--- config.mk ---
export PLATFORM = sky130hd
export DESIGN_NAME = mouse_position_tracker_flat
export DESIGN_NICKNAME = d
export VERILOG_FILES = /design/src/rtl/mouse_position_tracker_if.sv /design/src/rtl/mouse_position_tracker.sv /design/src/flat_wrapper.sv
export SDC_FILE = /design/constraint.sdc
export NUM_CORES = 1
export LEC_CHECK = 0
export BUFFER_PORTS_ARGS = -buffer_cell sky130_fd_sc_hd__buf_2
export CORE_ASPECT_RATIO = 1.1
export CORE_MARGIN = 2
export CORE_UTILIZATION = 51
export CTS_CLUSTER_DIAMETER = 100
export DETAILED_ROUTE_END_ITERATION = 10
export PLACE_DENSITY = 0.72
export SLEW_MARGIN = 15
export SYNTH_ARGS = -nofsm -noshare
export SYNTH_HDL_FRONTEND = slang
export SYNTH_SLANG_ARGS = --single-unit
--- constraint.sdc ---
create_clock -name CLK -period 2.9 [get_ports CLK]
set_input_delay 0.58 -clock CLK [delete_from_list [all_inputs] [get_ports CLK]]
set_output_delay 0.58 -clock CLK [all_outputs]
set_load 0.005 [all_outputs]
--- src/rtl/mouse_position_tracker_if.sv ---
// Bus between the PS/2 master state machine, the position tracker and the processor-side consumer.
// The slave modport is the tracker's view; the master modport is its environment's.
interface mouse_position_tracker_if #(
   parameter int unsigned POS_WIDTH = 10
);
   logic                 PKT_VALID;
   logic [7:0]           STATUS_RAW;
   logic [7:0]           DX_RAW;
   logic [7:0]           DY_RAW;
   logic [7:0]           DZ_RAW;
   logic                 RECENTRE;
   logic                 UPD_ACK;
   logic [POS_WIDTH-1:0] POS_X;
   logic [POS_WIDTH-1:0] POS_Y;
   logic [POS_WIDTH-1:0] POS_Z;
   logic [2:0]           BUTTONS;
   logic [2:0]           CLICK_EVT;
   logic                 UPD_VALID;
   logic [7:0]           OVERRUN_CNT;

   modport master (
      output PKT_VALID, STATUS_RAW, DX_RAW, DY_RAW, DZ_RAW, RECENTRE, UPD_ACK,
      input  POS_X, POS_Y, POS_Z, BUTTONS, CLICK_EVT, UPD_VALID, OVERRUN_CNT
   );

   modport slave (
      input  PKT_VALID, STATUS_RAW, DX_RAW, DY_RAW, DZ_RAW, RECENTRE, UPD_ACK,
      output POS_X, POS_Y, POS_Z, BUTTONS, CLICK_EVT, UPD_VALID, OVERRUN_CNT
   );
endinterface

--- src/rtl/mouse_position_tracker.sv ---
// Two-stage PS/2 packet to cursor-position tracker: stage 1 builds scaled signed deltas,
// stage 2 commits them per axis (saturate or wrap), with click edges and an ack/overrun handshake.
module mouse_position_tracker #(
   parameter int unsigned POS_WIDTH  = 10,
   parameter int          LIMIT_X    = 160,
   parameter int          LIMIT_Y    = 120,
   parameter int          LIMIT_Z    = 256,
   parameter bit          WRAP_X     = 1'b0,
   parameter bit          WRAP_Y     = 1'b0,
   parameter bit          WRAP_Z     = 1'b1,
   parameter int          SENS_SHIFT = 0,
   parameter bit          INVERT_Y   = 1'b0
) (
   input logic                    CLK,
   input logic                    RESET,
   mouse_position_tracker_if.slave bus
);

   localparam int DW = POS_WIDTH + 2;
   typedef logic signed [DW-1:0] delta_t;

   localparam logic [POS_WIDTH-1:0] CENTRE_X = POS_WIDTH'(LIMIT_X / 2);
   localparam logic [POS_WIDTH-1:0] CENTRE_Y = POS_WIDTH'(LIMIT_Y / 2);
   localparam logic [POS_WIDTH-1:0] CENTRE_Z = POS_WIDTH'(LIMIT_Z / 2);

   // 9-bit PS/2 delta; an overflowed axis is pinned to the extreme of its sign
   function automatic delta_t build_xy(input logic ovf, input logic sign, input logic [7:0] raw);
      logic [8:0] v;
      if (ovf) begin
         v = sign ? 9'b1_0000_0000 : 9'b0_1111_1111;
      end else begin
         v = {sign, raw};
      end
      return {{(DW-9){v[8]}}, v};
   endfunction

   function automatic delta_t clamp_wrap(input delta_t d, input int limit);
      delta_t lim;
      lim = delta_t'(limit - 1);
      if (d > lim) begin
         return lim;
      end else if (d < -lim) begin
         return -lim;
      end else begin
         return d;
      end
   endfunction

   function automatic logic [POS_WIDTH-1:0] axis_next(input logic [POS_WIDTH-1:0] pos,
                                                      input delta_t d, input int limit,
                                                      input bit wrap);
      delta_t s;
      delta_t lim;
      delta_t r;
      lim = delta_t'(limit);
      s   = $signed({2'b00, pos}) + d;
      if (s[DW-1]) begin
         r = wrap ? (s + lim) : delta_t'(0);
      end else if (s >= lim) begin
         r = wrap ? (s - lim) : (lim - delta_t'(1));
      end else begin
         r = s;
      end
      return r[POS_WIDTH-1:0];
   endfunction

   delta_t w_dx;
   delta_t w_dy;
   delta_t w_dz;
   logic   w_commit;
   logic   w_unused;

   delta_t               r_dx;
   delta_t               r_dy;
   delta_t               r_dz;
   logic [2:0]           r_btn_s1;
   logic                 r_s1_valid;
   logic [POS_WIDTH-1:0] r_pos_x;
   logic [POS_WIDTH-1:0] r_pos_y;
   logic [POS_WIDTH-1:0] r_pos_z;
   logic [2:0]           r_buttons;
   logic [2:0]           r_click;
   logic                 r_upd_valid;
   logic [7:0]           r_overrun;

   assign w_unused = ^{bus.STATUS_RAW[3], 1'b0};

   always_comb begin
      w_dx = build_xy(bus.STATUS_RAW[6], bus.STATUS_RAW[4], bus.DX_RAW) >>> SENS_SHIFT;
      w_dy = build_xy(bus.STATUS_RAW[7], bus.STATUS_RAW[5], bus.DY_RAW) >>> SENS_SHIFT;
      w_dz = {{(DW-8){bus.DZ_RAW[7]}}, bus.DZ_RAW};
      if (INVERT_Y) begin
         w_dy = -w_dy;
      end else begin
         w_dy = w_dy;
      end
      // A wrap axis must never move more than one full lap per packet
      if (WRAP_X) begin
         w_dx = clamp_wrap(w_dx, LIMIT_X);
      end else begin
         w_dx = w_dx;
      end
      if (WRAP_Y) begin
         w_dy = clamp_wrap(w_dy, LIMIT_Y);
      end else begin
         w_dy = w_dy;
      end
      if (WRAP_Z) begin
         w_dz = clamp_wrap(w_dz, LIMIT_Z);
      end else begin
         w_dz = w_dz;
      end
   end

   // RECENTRE is itself an update for the handshake
   assign w_commit = bus.RECENTRE | r_s1_valid;

   always_ff @(posedge CLK or posedge RESET) begin
      if (RESET) begin
         r_s1_valid  <= 1'b0;
         r_dx        <= '0;
         r_dy        <= '0;
         r_dz        <= '0;
         r_btn_s1    <= 3'b000;
         r_pos_x     <= CENTRE_X;
         r_pos_y     <= CENTRE_Y;
         r_pos_z     <= CENTRE_Z;
         r_buttons   <= 3'b000;
         r_click     <= 3'b000;
         r_upd_valid <= 1'b0;
         r_overrun   <= 8'd0;
      end else begin
         if (bus.RECENTRE) begin
            r_s1_valid <= 1'b0;
            r_pos_x    <= CENTRE_X;
            r_pos_y    <= CENTRE_Y;
            r_pos_z    <= CENTRE_Z;
            r_click    <= 3'b000;
         end else begin
            r_s1_valid <= bus.PKT_VALID;
            if (bus.PKT_VALID) begin
               r_dx     <= w_dx;
               r_dy     <= w_dy;
               r_dz     <= w_dz;
               r_btn_s1 <= bus.STATUS_RAW[2:0];
            end
            if (r_s1_valid) begin
               r_pos_x   <= axis_next(r_pos_x, r_dx, LIMIT_X, WRAP_X);
               r_pos_y   <= axis_next(r_pos_y, r_dy, LIMIT_Y, WRAP_Y);
               r_pos_z   <= axis_next(r_pos_z, r_dz, LIMIT_Z, WRAP_Z);
               r_buttons <= r_btn_s1;
               r_click   <= r_btn_s1 & ~r_buttons;
            end else begin
               r_click   <= 3'b000;
            end
         end

         if (w_commit) begin
            r_upd_valid <= 1'b1;
            if (r_upd_valid && !bus.UPD_ACK && (r_overrun != 8'hFF)) begin
               r_overrun <= r_overrun + 8'd1;
            end
         end else if (bus.UPD_ACK) begin
            r_upd_valid <= 1'b0;
         end
      end
   end

   assign bus.POS_X       = r_pos_x;
   assign bus.POS_Y       = r_pos_y;
   assign bus.POS_Z       = r_pos_z;
   assign bus.BUTTONS     = r_buttons;
   assign bus.CLICK_EVT   = r_click;
   assign bus.UPD_VALID   = r_upd_valid;
   assign bus.OVERRUN_CNT = r_overrun;

endmodule

--- src/flat_wrapper.sv ---
// flat-port wrapper written by rule: the top's interface ports become plain ports
module mouse_position_tracker_flat 
#(
   parameter int unsigned POS_WIDTH  = 10,
   parameter int          LIMIT_X    = 160,
   parameter int          LIMIT_Y    = 120,
   parameter int          LIMIT_Z    = 256,
   parameter bit          WRAP_X     = 1'b0,
   parameter bit          WRAP_Y     = 1'b0,
   parameter bit          WRAP_Z     = 1'b1,
   parameter int          SENS_SHIFT = 0,
   parameter bit          INVERT_Y   = 1'b0
)
  (CLK, RESET, bus_PKT_VALID, bus_STATUS_RAW, bus_DX_RAW, bus_DY_RAW, bus_DZ_RAW, bus_RECENTRE, bus_UPD_ACK, bus_POS_X, bus_POS_Y, bus_POS_Z, bus_BUTTONS, bus_CLICK_EVT, bus_UPD_VALID, bus_OVERRUN_CNT);
  mouse_position_tracker_if #(.POS_WIDTH(POS_WIDTH)) bus_i ();
  input logic CLK;
  input logic RESET;
  input wire logic [$bits(bus_i.PKT_VALID)-1:0] bus_PKT_VALID;
  input wire logic [$bits(bus_i.STATUS_RAW)-1:0] bus_STATUS_RAW;
  input wire logic [$bits(bus_i.DX_RAW)-1:0] bus_DX_RAW;
  input wire logic [$bits(bus_i.DY_RAW)-1:0] bus_DY_RAW;
  input wire logic [$bits(bus_i.DZ_RAW)-1:0] bus_DZ_RAW;
  input wire logic [$bits(bus_i.RECENTRE)-1:0] bus_RECENTRE;
  input wire logic [$bits(bus_i.UPD_ACK)-1:0] bus_UPD_ACK;
  output wire logic [$bits(bus_i.POS_X)-1:0] bus_POS_X;
  output wire logic [$bits(bus_i.POS_Y)-1:0] bus_POS_Y;
  output wire logic [$bits(bus_i.POS_Z)-1:0] bus_POS_Z;
  output wire logic [$bits(bus_i.BUTTONS)-1:0] bus_BUTTONS;
  output wire logic [$bits(bus_i.CLICK_EVT)-1:0] bus_CLICK_EVT;
  output wire logic [$bits(bus_i.UPD_VALID)-1:0] bus_UPD_VALID;
  output wire logic [$bits(bus_i.OVERRUN_CNT)-1:0] bus_OVERRUN_CNT;
  assign bus_i.PKT_VALID = bus_PKT_VALID;
  assign bus_i.STATUS_RAW = bus_STATUS_RAW;
  assign bus_i.DX_RAW = bus_DX_RAW;
  assign bus_i.DY_RAW = bus_DY_RAW;
  assign bus_i.DZ_RAW = bus_DZ_RAW;
  assign bus_i.RECENTRE = bus_RECENTRE;
  assign bus_i.UPD_ACK = bus_UPD_ACK;
  assign bus_POS_X = bus_i.POS_X;
  assign bus_POS_Y = bus_i.POS_Y;
  assign bus_POS_Z = bus_i.POS_Z;
  assign bus_BUTTONS = bus_i.BUTTONS;
  assign bus_CLICK_EVT = bus_i.CLICK_EVT;
  assign bus_UPD_VALID = bus_i.UPD_VALID;
  assign bus_OVERRUN_CNT = bus_i.OVERRUN_CNT;
  mouse_position_tracker #(.POS_WIDTH(POS_WIDTH), .LIMIT_X(LIMIT_X), .LIMIT_Y(LIMIT_Y), .LIMIT_Z(LIMIT_Z), .WRAP_X(WRAP_X), .WRAP_Y(WRAP_Y), .WRAP_Z(WRAP_Z), .SENS_SHIFT(SENS_SHIFT), .INVERT_Y(INVERT_Y)) u_core (.CLK(CLK), .RESET(RESET), .bus(bus_i));
endmodule
# Word level (Yosys, flattened, before mapping)
# Cells that the tools add are included.
# word_totals
ff_bits	79
in_bits	37
out_inout_bits	45
wordCells	59
# classes
addsub	6
n_lt_le_gt_ge	5
eq_ne	1
muxes	23
bitwise_logic	4
reduce_logical	8
# op_table
operator	count
10-bit two-way mux	12
9-bit two-way mux	4
11-bit by 9-bit adder with 12-bit output	2
12-bit two-way mux	2
11-bit by 12-bit adder with 12-bit output	1
12-bit by 10-bit greater-or-equal comparator with 1-bit output, second input constant	1
12-bit by 8-bit greater-or-equal comparator with 1-bit output, second input constant	1
12-bit by 9-bit greater-or-equal comparator with 1-bit output, second input constant	1
10-bit adder, second input constant	1
10-bit subtractor, second input constant	1
8-bit by 9-bit > comparator with 1-bit output, second input constant	1
8-bit by 9-bit < comparator with 1-bit output, second input constant	1
8-bit by 1-bit adder with 8-bit output, second input constant	1
8-bit != test, second input constant	1
3-bit two-way mux	2
2-bit AND reduction	3
2-bit nonzero test	2
3-bit bitwise AND	1
1-bit two-way mux	3
3-bit NOT	1
1-bit logical AND	2
1-bit zero test	1
1-bit NOT	1
1-bit bitwise OR	1

# Depth between registers and ports, before layout
# Gate-level depths: netlist of run 1.
# logic_depth
depth_word	6
mapped_depth	15
mapped_depth_nobuf	15

# Worst setup path before layout of run 1
# No wires, ideal clock.
# synth_path
path_type	reg-to-reg
start	register u_core.r_pos_z[0] (netlist: u_core.bus.POS_Z[0])
end	register u_core.r_pos_z[9] (netlist: u_core.bus.POS_Z[9])
setup_time_ps	79
arrival_time_ps	3077
t_required_ps	2821
slack_ps	-257
path_stages_with_launch	16
n_path_buf	0
synth_period_minus_slack_ps	3157
path_cell_list	dfrtp_1 > ha_1 > fa_1 > a211oi_1 > o21ai_1 > nand2_1 > nand2b_1 > a21oi_1 > xnor2_1 > ha_1 > nand3b_1 > nor4_1 > nand3_1 > nand3b_1 > mux2i_1 > a2bb2oi_1
# synth_via
elab_chain_cells	6
word_cells_on_any_way	8
classes_between	add/sub: 3; order compare: 1; mux: 4
# synth_lines
element	line_no	source
start: declaration	mouse_position_tracker.sv:80	logic [POS_WIDTH-1:0] r_pos_z;
start signal: assignment	mouse_position_tracker.sv:150	r_pos_z <= axis_next(r_pos_z, r_dz, LIMIT_Z, WRAP_Z);
11-bit by 12-bit adder with 12-bit output (*)	mouse_position_tracker.sv:56	s = $signed({2'b00, pos}) + d;
10-bit subtractor or 12-bit by 10-bit greater-or-equal comparator with 1-bit output (tied branches)	mouse_position_tracker.sv:60, mouse_position_tracker.sv:59	
10-bit two-way mux	mouse_position_tracker.sv:59	end else if (s >= lim) begin
10-bit two-way mux (*)	mouse_position_tracker.sv:57	if (s[DW-1]) begin
10-bit two-way mux (*)	mouse_position_tracker.sv:147	if (r_s1_valid) begin
10-bit two-way mux (*)	mouse_position_tracker.sv:133	if (bus.RECENTRE) begin
# Mark *: on every way between the ends. The rest lies on a longest branch, timed or not. The select of a mux whose other input is x is not followed.
# A chain may end at the register's enable or synchronous reset.

# Worst setup path in the final report of run 1
# layout_path
start	register u_core.r_dz[0]
end	register u_core.r_pos_z[9] (netlist: u_core.bus.POS_Z[9])
# layout_via
elab_chain_cells	6
word_cells_on_any_way	8
classes_between	add/sub: 3; order compare: 1; mux: 4
# layout_lines
element	line_no	source
start: declaration	mouse_position_tracker.sv:75	delta_t r_dz;
start signal: assignment	mouse_position_tracker.sv:144	r_dz <= w_dz;
11-bit by 12-bit adder with 12-bit output (*)	mouse_position_tracker.sv:56	
10-bit subtractor or 12-bit by 10-bit greater-or-equal comparator with 1-bit output (tied branches)	mouse_position_tracker.sv:60, mouse_position_tracker.sv:59	
10-bit two-way mux	mouse_position_tracker.sv:59	
10-bit two-way mux (*)	mouse_position_tracker.sv:57	
10-bit two-way mux (*)	mouse_position_tracker.sv:147	
10-bit two-way mux (*)	mouse_position_tracker.sv:133	
# Marked as above.

==> impl_metrics.csv, run 1 <==
group,metric,value,unit
drt,first_pass_iters,4,
sta,final-setup-viol-count,2,
setup_path,crit_family,"simple AND/OR/NAND/NOR gates",
sta,worst_pin_slew,0.750,ns
drt,drtIter0Drc,204,
pwr,powerDensity,674,mW/mm²
global_routing,grt_usage,24.5,%
sta,drv_slew,0,
setup_path,slowest_delay,0.40,ns
min_path,hold_class,"in2async",
sta,rsz0062_at_grt,"yes",
logic_synthesis,synthDistinctLibCells,70,
drt,top_layer,"met4",
clock_tree,hold_buffers,0,
clock_tree,cts.clk_slew.worst_paths,0.09,ns
logic_synthesis,yosysSeqAreaShare,39.9,%
setup_path,crit_path_cell_trace,"ha_2, fa_2, a211oi_2, o21ai_1, nand2_1, nand2b_1, a21oi_2, xnor2_2, ha_1, nand3b_1, nor4_2, nand3_2, nand3b_1, mux2i_1, a2bb2oi_1",
logic_synthesis,async_reset_ff_share,100,%
sta,timing.slew.headroom,49.7,%
global_routing,first_global_vias,4187,
clock_tree,insertion_delay,0.37,ns
sta,fin_crit,3.12,ns
setup_path,path_class,"reg2reg",
pwr,power,4.00,mW
placement,gp_congestion,0.905,
die,core.rowCount,37,
logic_synthesis,synth-edff-count,0,
clock_tree,root_buffer,"clkbuf_8",
pwr,static-leakage-power,2.79,nW
setup_path,cp_num_cells,15,
die,chipHeight,106,µm
sta,finalWorstSetupSlack,-0.219,ns
die,core,0.00926,mm²
finish,postLayoutCellArea,0.00593,mm²
logic_synthesis,syn-num-nets,572,
placement,dpl_cell_area,0.00557,mm²
setup_path,crit_path_top_delay_cell,"dfrtp_1",
die,die_w,96.4,µm
setup_path,worst-path-buf-inv,0,
logic_synthesis,synthCells,493,
logic_synthesis,synth_area_leaders,"dfrtp_1 (36%), ha_1 (10%), a21oi_1 (5.6%), nor2_1 (3.9%), dfstp_2 (3.8%)",
global_routing,grt_max_degree,54,
finish,diodes,0,
sta,finalClockSkew,0.00744,ns
global_routing,grt-ovfl-total,0,
finish,nets,695,
finish,area_growth,24.0,%
logic_synthesis,yosysWarnings,0,
setup_path,critPathLaunchType,"flop",
clock_tree,cts_max_level,3,
drt,vias,4288,
die,ios,82,
clock_tree,cts_sinks,76,
finish,drive_gt1_share,30.0,%
sta,hold_viol,0,
clock_tree,cts_tree,"yes",
setup_path,worstPathArrival,3.42,ns
placement,post-place-ws,-0.239,ns
run_status,status,"finished, violations left",
placement,portBuffers,80,
drt,ant_nets,0,
placement,post-dp-hpwl,8980,µm
flow_run,drv_cap,0,
logic_synthesis,synth-main-ff-cell,"dfrtp_1",
sta,fmax,321,MHz
setup_path,cp_common_cell,"nand3b_1",
drt,wirelength,12100,µm
drt,wl_met2,6150,µm
global_routing,grt_antenna_before_repair,0,
die,die_area,0.0102,mm²
global_routing,grt_pass1_wl,19600,µm
drt,drc,0,
drt,vias_per_cell,5.81,
drt,dr_wl_met3,467,µm
sta,min_period_over_period,108,%
logic_synthesis,ys_ff_latch,76,
logic_synthesis,syn_area,0.00478,mm²
setup_path,cp_data_required_time,3.20,ns
finish,final_core_util,64.1,%
setup_path,setup.worst_path.end_class,"flop",
clock_tree,cts_buffers,9,
drt,routedLengthMet1,5220,µm
pwr,peakVddDrop,0.368,mV
logic_synthesis,yosysTopAreaCell,"dfrtp_1",
logic_synthesis,syn_area_per_cell,9.71,µm²
setup_path,cp_max_fo,4,
sta,whs,0.245,ns
logic_synthesis,synth_top_area_share,36.1,%
drt,routedWlPerCell,16.4,µm
clock_tree,max-clock-path-buffers,2,
run_status,violations,"setup timing",
setup_path,r2r_cells,15,
die,start_util,51.7,%
## cell usage after synthesis (7+ instances only)
library cell	n
ha_1	39
nand3_1	13
dfstp_2	7
nor2_1	50
a221o_1	7
inv_1	14
o22a_1	8
o21ai_1	15
a21oi_1	54
xor2_1	11
dfrtp_1	69
nor3_1	7
nand2_1	34
clkbuf_1	8
a21o_1	9
xnor2_1	20
## state kept, by name (all words and copies together), names as in the netlist
| signal | count |
|---|---|
| u_core.bus.POS_X | 10 |
| u_core.bus.POS_Y | 10 |
| u_core.bus.POS_Z | 10 |
| u_core.r_dx | 9 |
| u_core.r_dy | 9 |
| u_core.r_dz | 9 |
| u_core.bus.OVERRUN_CNT | 8 |
| u_core.bus.BUTTONS | 3 |
| u_core.bus.CLICK_EVT | 3 |
| u_core.r_btn_s1 | 3 |
| u_core.bus.UPD_VALID | 1 |
| u_core.r_s1_valid | 1 |
## metrics by stage
step / std cells / setup TNS, ns
2_1_floorplan: 493 / -0.0631
5_1_grt: 738 / -0.968
3_5_place_dp: 710 / -0.401
4_1_cts: 729 / -0.313
6_report: 738 / -0.347
3_3_place_gp: 710 / -0.156
## worst reg2reg max path: stages (launching register included)
cell and delay (ns):
dfrtp_1 0.40, ha_2 0.20, fa_2 0.36, a211oi_2 0.25, o21ai_1 0.11, nand2_1 0.10
nand2b_1 0.07, a21oi_2 0.18, xnor2_2 0.14, ha_1 0.17, nand3b_1 0.09, nor4_2 0.33
nand3_2 0.17, nand3b_1 0.14, mux2i_1 0.18, a2bb2oi_1 0.17
## cell families after synthesis
kind of cell	Yosys count	synth area share, %
DFF	76	39.9
AOI/OAI and AO/OA	153	22.1
and+or+nand+nor	147	15.1
xor gates and xnor gates	31	5.67
adders and majority gates	42	11.5
buffers and inverters	31	2.64
muxes	13	3.14
## worst paths after layout
check | from | end | slack, ns
worst max-delay path | u_core.r_dz[0] | u_core.bus.POS_Z[9] | -0.22
worst min-delay path | RESET | u_core.bus.POS_X[7] | 0.24
worst max register to register | u_core.r_dz[0] | u_core.bus.POS_Z[9] | -0.22
worst min register to register | u_core.bus.BUTTONS[1] | u_core.bus.CLICK_EVT[1] | 0.48
max in group asynchronous | RESET | u_core.bus.POS_Y[2] | 1.93
min in group CLK | bus_STATUS_RAW[0] | u_core.r_btn_s1[0] | 0.44
## what timing repair did
item                                    CTS  global route
gates resized for setup                   2            11
buffers inserted                          3             9
endpoints found under the setup margin    7            10
pin swaps                                 6            11
## placed cells by master, fill, tap and decap left out, types with 6 or more instances in the layout
master,n
a221o_1,7
clkbuf_8,10
dfstp_2,7
buf_4,45
o21a_1,6
mux2i_1,6
ha_1,37
o22a_1,8
a21oi_2,6
xnor2_1,19
dfrtp_1,69
nand4_1,6
a21oi_1,52
nand2_1,34
nand3_1,12
inv_1,13
mux2_2,6
o21ai_1,15
nor3_1,7
nor2_1,50
buf_2,80
xor2_1,11
a21o_1,9
## per-layer routing
metal	track usage (%)	up-vias
li1	-	2065
met4	10.3	0
met5	0	-
met3	2.43	19
met1	31.9	2096
met2	41.0	108
## power breakdown
| group | switching, mW | internal [mW] |
|---|---|---|
| combinational | 0.920 | 0.849 |
| sequential | 0.150 | 1.22 |
| clock | 0.436 | 0.428 |
## final cells by class
cell class,instances,area (µm²)
clock buffers,10,138
clock inverters,6,72.6
fillers,795,3320
flip-flops and latches,76,1910
inverters,17,63.8
well taps,117,146
repair buffers,126,758
multi-input cells,386,2850
Power figures use the tool's default switching activity.
==> inputs of run 2 (changes only) <==
--- a/config.mk
+++ b/config.mk
@@ -5,13 +5,15 @@
 export SDC_FILE = /design/constraint.sdc
 export NUM_CORES = 1
 export LEC_CHECK = 0
+export ABC_AREA = 1
 export BUFFER_PORTS_ARGS = -buffer_cell sky130_fd_sc_hd__buf_2
 export CORE_ASPECT_RATIO = 1.1
 export CORE_MARGIN = 2
-export CORE_UTILIZATION = 51
+export CORE_UTILIZATION = 52
 export CTS_CLUSTER_DIAMETER = 100
 export DETAILED_ROUTE_END_ITERATION = 10
-export PLACE_DENSITY = 0.72
+export GPL_ROUTABILITY_DRIVEN = 0
+export PLACE_DENSITY = 0.73
 export SLEW_MARGIN = 15
 export SYNTH_ARGS = -nofsm -noshare
 export SYNTH_HDL_FRONTEND = slang
==> run 2 against run 1 <==
The flow now finishes without violations; hold slack lost 0.049 ns; global-route usage is 0.078 points lower; critical path type unchanged; utilization decreased by 0.21 points; wire length up 2.5%; register-to-register slack better by 0.33 ns; critical endpoint is now u_core.bus.POS_Z[8]; synthesized cell count rose by 43%; power down 6.9%; count of clock-buffer cells in the layout fell by 1; fmax is 12% higher; cell count is 25% higher; setup slack improved by 0.33 ns; largest power group unchanged.
==> impl_metrics.csv, run 2 <==
group,metric,value,unit
run_status,status,"finished, final reports clean",
placement,dpl_cell_area,0.00565,mm²
global_routing,grt_max_degree,33,
logic_synthesis,yosysWarnings,0,
setup_path,path_class,"reg2reg",
clock_tree,cts.clk_slew.worst_paths,0.09,ns
global_routing,first_global_vias,4676,
logic_synthesis,yosysTopAreaCell,"dfrtp_1",
setup_path,r2r_cells,22,
setup_path,cp_data_required_time,3.16,ns
drt,first_pass_iters,4,
logic_synthesis,async_reset_ff_share,100,%
sta,drv_slew,0,
logic_synthesis,synth_common_cells,"nand2_1 (212), inv_1 (92), nor2_1 (77)",
die,chipHeight,108,µm
global_routing,grt_antenna_before_repair,0,
setup_path,worstPathArrival,3.05,ns
logic_synthesis,synth-main-ff-cell,"dfrtp_1",
finish,area_growth,18.6,%
placement,portBuffers,80,
logic_synthesis,syn_area,0.00509,mm²
sta,fin_crit,2.79,ns
setup_path,r2r-start,"u_core.bus.POS_Z[0]",
die,die_w,98.3,µm
sta,fmax,359,MHz
die,ios,82,
finish,postLayoutCellArea,0.00603,mm²
clock_tree,root_buffer,"clkbuf_8",
clock_tree,hold_buffers,0,
drt,vias,4772,
clock_tree,max-clock-path-buffers,2,
setup_path,cp_max_fo,4,
setup_path,setup.worst_path.end_class,"flop",
sta,min_period_over_period,96.1,%
global_routing,grt_pass1_wl,20900,µm
drt,vias_per_cell,5.18,
pwr,power,3.73,mW
logic_synthesis,synth-edff-count,0,
clock_tree,cts_max_level,3,
sta,finalClockSkew,0.0166,ns
setup_path,rrSetupSlack,0.11,ns
setup_path,reg2reg_to,"u_core.bus.POS_Z[8]",
drt,drc,0,
sta,whs,0.196,ns
logic_synthesis,ys_ff_latch,76,
logic_synthesis,synth_area_leaders,"dfrtp_1 (34%), nand2_1 (16%), ha_1 (9.6%), inv_1 (6.8%), nor2_1 (5.7%)",
setup_path,critPathLaunchType,"flop",
logic_synthesis,synth_top_area_share,33.9,%
pwr,powerDensity,617,mW/mm²
flow_run,drv_cap,0,
die,die_area,0.0106,mm²
drt,routedWlPerCell,13.5,µm
die,start_util,53.9,%
die,core,0.00944,mm²
clock_tree,cts_tree,"yes",
logic_synthesis,syn_area_per_cell,7.23,µm²
sta,timing.slew.headroom,61.0,%
logic_synthesis,yosysSeqAreaShare,37.6,%
sta,final-setup-viol-count,0,
sta,hold_viol,0,
global_routing,grt_usage,24.4,%
logic_synthesis,syn-num-nets,782,
clock_tree,cts_sinks,76,
drt,ant_nets,0,
finish,final_common_cell,"nand2_1",
finish,mostFrequentLayoutCells,"nand2_1 (209), inv_1 (90), buf_2 (80), nor2_1 (76), dfrtp_1 (68)",
global_routing,grt-ovfl-total,0,
min_path,hold_class,"in2async",
pwr,peakVddDrop,0.569,mV
sta,worst_pin_slew,0.585,ns
placement,post-dp-hpwl,9360,µm
finish,nets,878,
logic_synthesis,post-synth-top-count-cell,"nand2_1",
clock_tree,insertion_delay,0.37,ns
finish,final_cells,921,
placement,place_inst,898,
die,core.rowCount,37,
pwr,static-leakage-power,3.32,nW
drt,drtIter0Drc,242,
drt,wirelength,12400,µm
logic_synthesis,synthCells,703,
clock_tree,cts_buffers,9,
finish,drive_gt1_share,20.8,%
finish,diodes,0,
sta,rsz0062_at_grt,"yes",
logic_synthesis,synthDistinctLibCells,35,
## run 2: changes by cell type in the layout (fill, tap and decap cells not counted), moves of 10 or more
cell	change
nor2_1	+26
inv_2	+12
inv_1	+77
buf_4	-31
nand3_1	+34
nand2_1	+175
a21oi_1	-10
o21ai_0	+12
xnor2_1	-14
## run 2: layout make-up
cell class	instances	area (µm²)
fill	893	3410
multi-input combinational	512	2870
sequential	76	1910
timing repair buffer	94	505
inverter	106	398
tap	117	146
clock buffer	9	124
clock inverter	7	73.8
## run 2: critical path: stages (launching register included)
cell	delay, ns
dfrtp_1	0.42
ha_4	0.18
fa_2	0.38
nand3_2	0.10
nand2_2	0.06
nand2_2	0.07
nand2_2	0.05
inv_2	0.08
o21bai_4	0.08
xnor2_2	0.15
inv_2	0.08
ha_4	0.13
nand3_2	0.05
nor2_1	0.10
nand3_1	0.08
nor2_1	0.12
nand3_1	0.08
nor2_1	0.11
nand2_1	0.11
nand3_1	0.09
nand2_1	0.05
nand3_1	0.06
nand2_1	0.06
## run 2: layer usage
metal,up-vias,GRT usage [%],share of wire [%]
li1,2424,-,-
met1,2223,30.5,44
met2,104,42.6,50
met3,21,5.26,4.6
met4,0,7.14,1.8
met5,-,0,0
## run 2: logic make-up after synthesis
family                     after synthesis  synth area share, %
adders and majority gates               42                 10.8
DFF                                     76                 37.6
buffers and inverters                  115                 8.49
AOI/OAI and AO/OA                       80                 8.93
xor gates and xnor gates                14                 2.41
and+or+nand+nor                        376                 31.8
## run 2: worst max-delay path by stage
stage | startpoint | endpoint | slack, ns | depth (start not counted)
floorplan | u_core.bus.POS_Z[0] | u_core.bus.POS_Z[9] | 0.21 | 23
global placement | u_core.bus.POS_Z[0] | u_core.bus.POS_Z[9] | 0.03 | 23
detailed placement | u_core.bus.POS_Z[0] | u_core.bus.POS_Z[8] | -0.04 | 22
CTS | u_core.bus.POS_Z[0] | u_core.bus.POS_Z[8] | 0.007 | 22
global route | u_core.r_dz[0] | u_core.bus.POS_Z[8] | -0.11 | 22
finish | u_core.bus.POS_Z[0] | u_core.bus.POS_Z[8] | 0.11 | 22
## run 2: per-stage QoR
stage                     worst slack [ns]  TNS, ns  util, %
final                                0.114        0     63.9
after global routing                -0.105   -0.197     63.9
after CTS                          0.00653        0     62.1
after detailed placement           -0.0373  -0.0705     59.8
after global placement              0.0336        0     59.8
after floorplan                      0.209        0        -
## run 2: timing repair
action	CTS	global route
gates resized for setup	2	21
pin swaps	0	18
setup endpoints to repair	2	2
cloned	0	0
hold endpoints to repair	0	0
buffers inserted	1	6
## run 2: report_power, final
group,switching [mW],internal [mW]
registers,0.145,1.21
logic,0.912,0.621
clock network,0.435,0.402
==> inputs of run 3 (changes only) <==
--- a/config.mk
+++ b/config.mk
@@ -10,6 +10,7 @@
 export CORE_ASPECT_RATIO = 1.1
 export CORE_MARGIN = 2
 export CORE_UTILIZATION = 52
+export CTS_BUF_LIST = sky130_fd_sc_hd__clkbuf_16
 export CTS_CLUSTER_DIAMETER = 100
 export DETAILED_ROUTE_END_ITERATION = 10
 export GPL_ROUTABILITY_DRIVEN = 0
==> run 3 against run 2 <==
Fmax down 0.90%; critical path type unchanged; non-clock buffer count is 1 lower; final area up 1.5%; highest routed layer unchanged.
==> impl_metrics.csv, run 3 (synthesized netlist as in run 2, its figures left out) <==
group,metric,value,unit
setup_path,worstPathArrival,3.04,ns
sta,finalClockSkew,0.00995,ns
placement,dpl_cell_area,0.00565,mm²
setup_path,critPathLaunchType,"flop",
clock_tree,insertion_delay,0.34,ns
drt,drtIter0Drc,323,
sta,hold_viol,0,
die,die_w,98.3,µm
setup_path,cp_data_required_time,3.13,ns
global_routing,grt_max_degree,33,
sta,min_period_over_period,97.0,%
sta,timing.slew.headroom,61.4,%
sta,final-setup-viol-count,0,
placement,place_inst,898,
finish,final_core_util,64.8,%
die,die_area,0.0106,mm²
sta,drv_slew,0,
global_routing,grt_antenna_before_repair,0,
placement,post-dp-hpwl,9360,µm
min_path,hold_class,"in2async",
finish,final_cells,920,
pwr,static-leakage-power,3.36,nW
die,chipHeight,108,µm
sta,worst_pin_slew,0.579,ns
drt,drc,0,
die,core.rowCount,37,
placement,post-place-ws,-0.0373,ns
clock_tree,cts_buffers,9,
drt,ant_nets,0,
clock_tree,max-clock-path-buffers,2,
drt,vias,4838,
pwr,peakVddDrop,0.524,mV
setup_path,setup.worst_path.end_class,"flop",
flow_run,drv_cap,0,
finish,postLayoutCellArea,0.00612,mm²
sta,whs,0.223,ns
finish,area_growth,20.3,%
sta,rsz0062_at_grt,"yes",
die,start_util,53.9,%
global_routing,grt_usage,24.5,%
clock_tree,cts_max_level,3,
finish,final_common_cell,"nand2_1",
setup_path,path_class,"reg2reg",
global_routing,grt-ovfl-total,0,
clock_tree,hold_buffers,0,
die,ios,82,
finish,multi_input_area,0.00287,mm²
clock_tree,cts.clk_slew.worst_paths,0.06,ns
finish,register_area,0.00191,mm²
drt,routedWlPerCell,13.7,µm
finish,n_fill_cell,870,
die,core,0.00944,mm²
global_routing,grt_pass1_wl,21000,µm
drt,first_pass_iters,5,
global_routing,first_global_vias,4671,
sta,finalWorstSetupSlack,0.0882,ns
placement,portBuffers,80,
sta,fmax,356,MHz
sta,fin_crit,2.81,ns
run_status,status,"finished, final reports clean",
finish,drive_gt1_share,20.7,%
clock_tree,cts_sinks,76,
finish,mostFrequentLayoutCells,"nand2_1 (207), inv_1 (91), buf_2 (80), nor2_1 (76), dfrtp_1 (69)",
finish,nets,877,
setup_path,cp_max_fo,4,
drt,vias_per_cell,5.26,
clock_tree,root_buffer,"clkbuf_16",
clock_tree,cts_tree,"yes",
drt,wirelength,12600,µm
pwr,powerDensity,658,mW/mm²
finish,diodes,0,
[run 3: changes by cell type in the layout (fill, tap and decap cells not counted), sizes merged]
cell / change
buf: -1
[run 3: area by class of cell]
class	instances	area share, %
Multi-Input combinational cell	512	46.9
Sequential cell	76	31.2
Inverter	106	6.50
Clock inverter	7	1.21
Clock buffer	9	3.68
Timing Repair Buffer	93	8.14
Tap cell	117	2.39
[run 3: what timing repair did]
action / CTS / global route
cloned: 0 / 0
gates resized for setup: 3 / 19
buffers inserted: 0 / 6
hold endpoints to repair: 0 / 0
pin swaps: 0 / 18
endpoints found under the setup margin: 2 / 2
[run 3: critical path, stage by stage (launching register included)]
cell and delay (ns):
dfrtp_1 0.41, ha_4 0.18, fa_2 0.38, nand3_2 0.10
nand2_2 0.07, nand2_2 0.07, nand2_2 0.05, inv_2 0.09
o21bai_4 0.08, xnor2_2 0.15, inv_2 0.08, ha_4 0.13
nand3_2 0.05, nor2_1 0.10, nand3_1 0.08, nor2_1 0.13
nand3_1 0.08, nor2_1 0.11, nand2_1 0.11, nand3_1 0.09
nand2_1 0.05, nand3_1 0.06, nand2_1 0.06
[run 3: layer usage]
layer  GRT usage (%)  vias up  routed length [µm]
li1                -     2425                   -
met1            30.5     2262                5380
met2            43.2      129                6410
met3            4.94       22                 585
met4            6.65        0                 239
met5               0        -                   0
[run 3: metrics by stage]
step | setup TNS, ns | total power [mW]
5_1_grt | -0.203 | 4.33
3_3_place_gp | 0 | 2.69
2_1_floorplan | 0 | 2.37
3_5_place_dp | -0.0705 | 2.76
4_1_cts | 0 | 3.92
6_report | 0 | 4.03
[run 3: power by group]
| part | total, mW | internal (mW) | switching (mW) | leakage, nW |
|---|---|---|---|---|
| clock network | 1.14 | 0.671 | 0.467 | 0.146 |
| logic | 1.53 | 0.618 | 0.917 | 2.29 |
| registers | 1.36 | 1.21 | 0.144 | 0.917 |
[run 3: final timing paths]
path                                       start                         to  slack (ns)  cells after the start
setup reg to reg                  u_core.r_dz[0]        u_core.bus.POS_Z[8]        0.09                     22
max in group asynchronous                  RESET        u_core.bus.POS_Z[7]        1.88                      3
min in group CLK           u_core.bus.BUTTONS[2]    u_core.bus.CLICK_EVT[2]        0.45                      1
hold reg to reg            u_core.bus.BUTTONS[2]    u_core.bus.CLICK_EVT[2]        0.45                      1
hold / removal                             RESET  u_core.bus.OVERRUN_CNT[7]        0.22                      2
setup / recovery                  u_core.r_dz[0]        u_core.bus.POS_Z[8]        0.09                     22
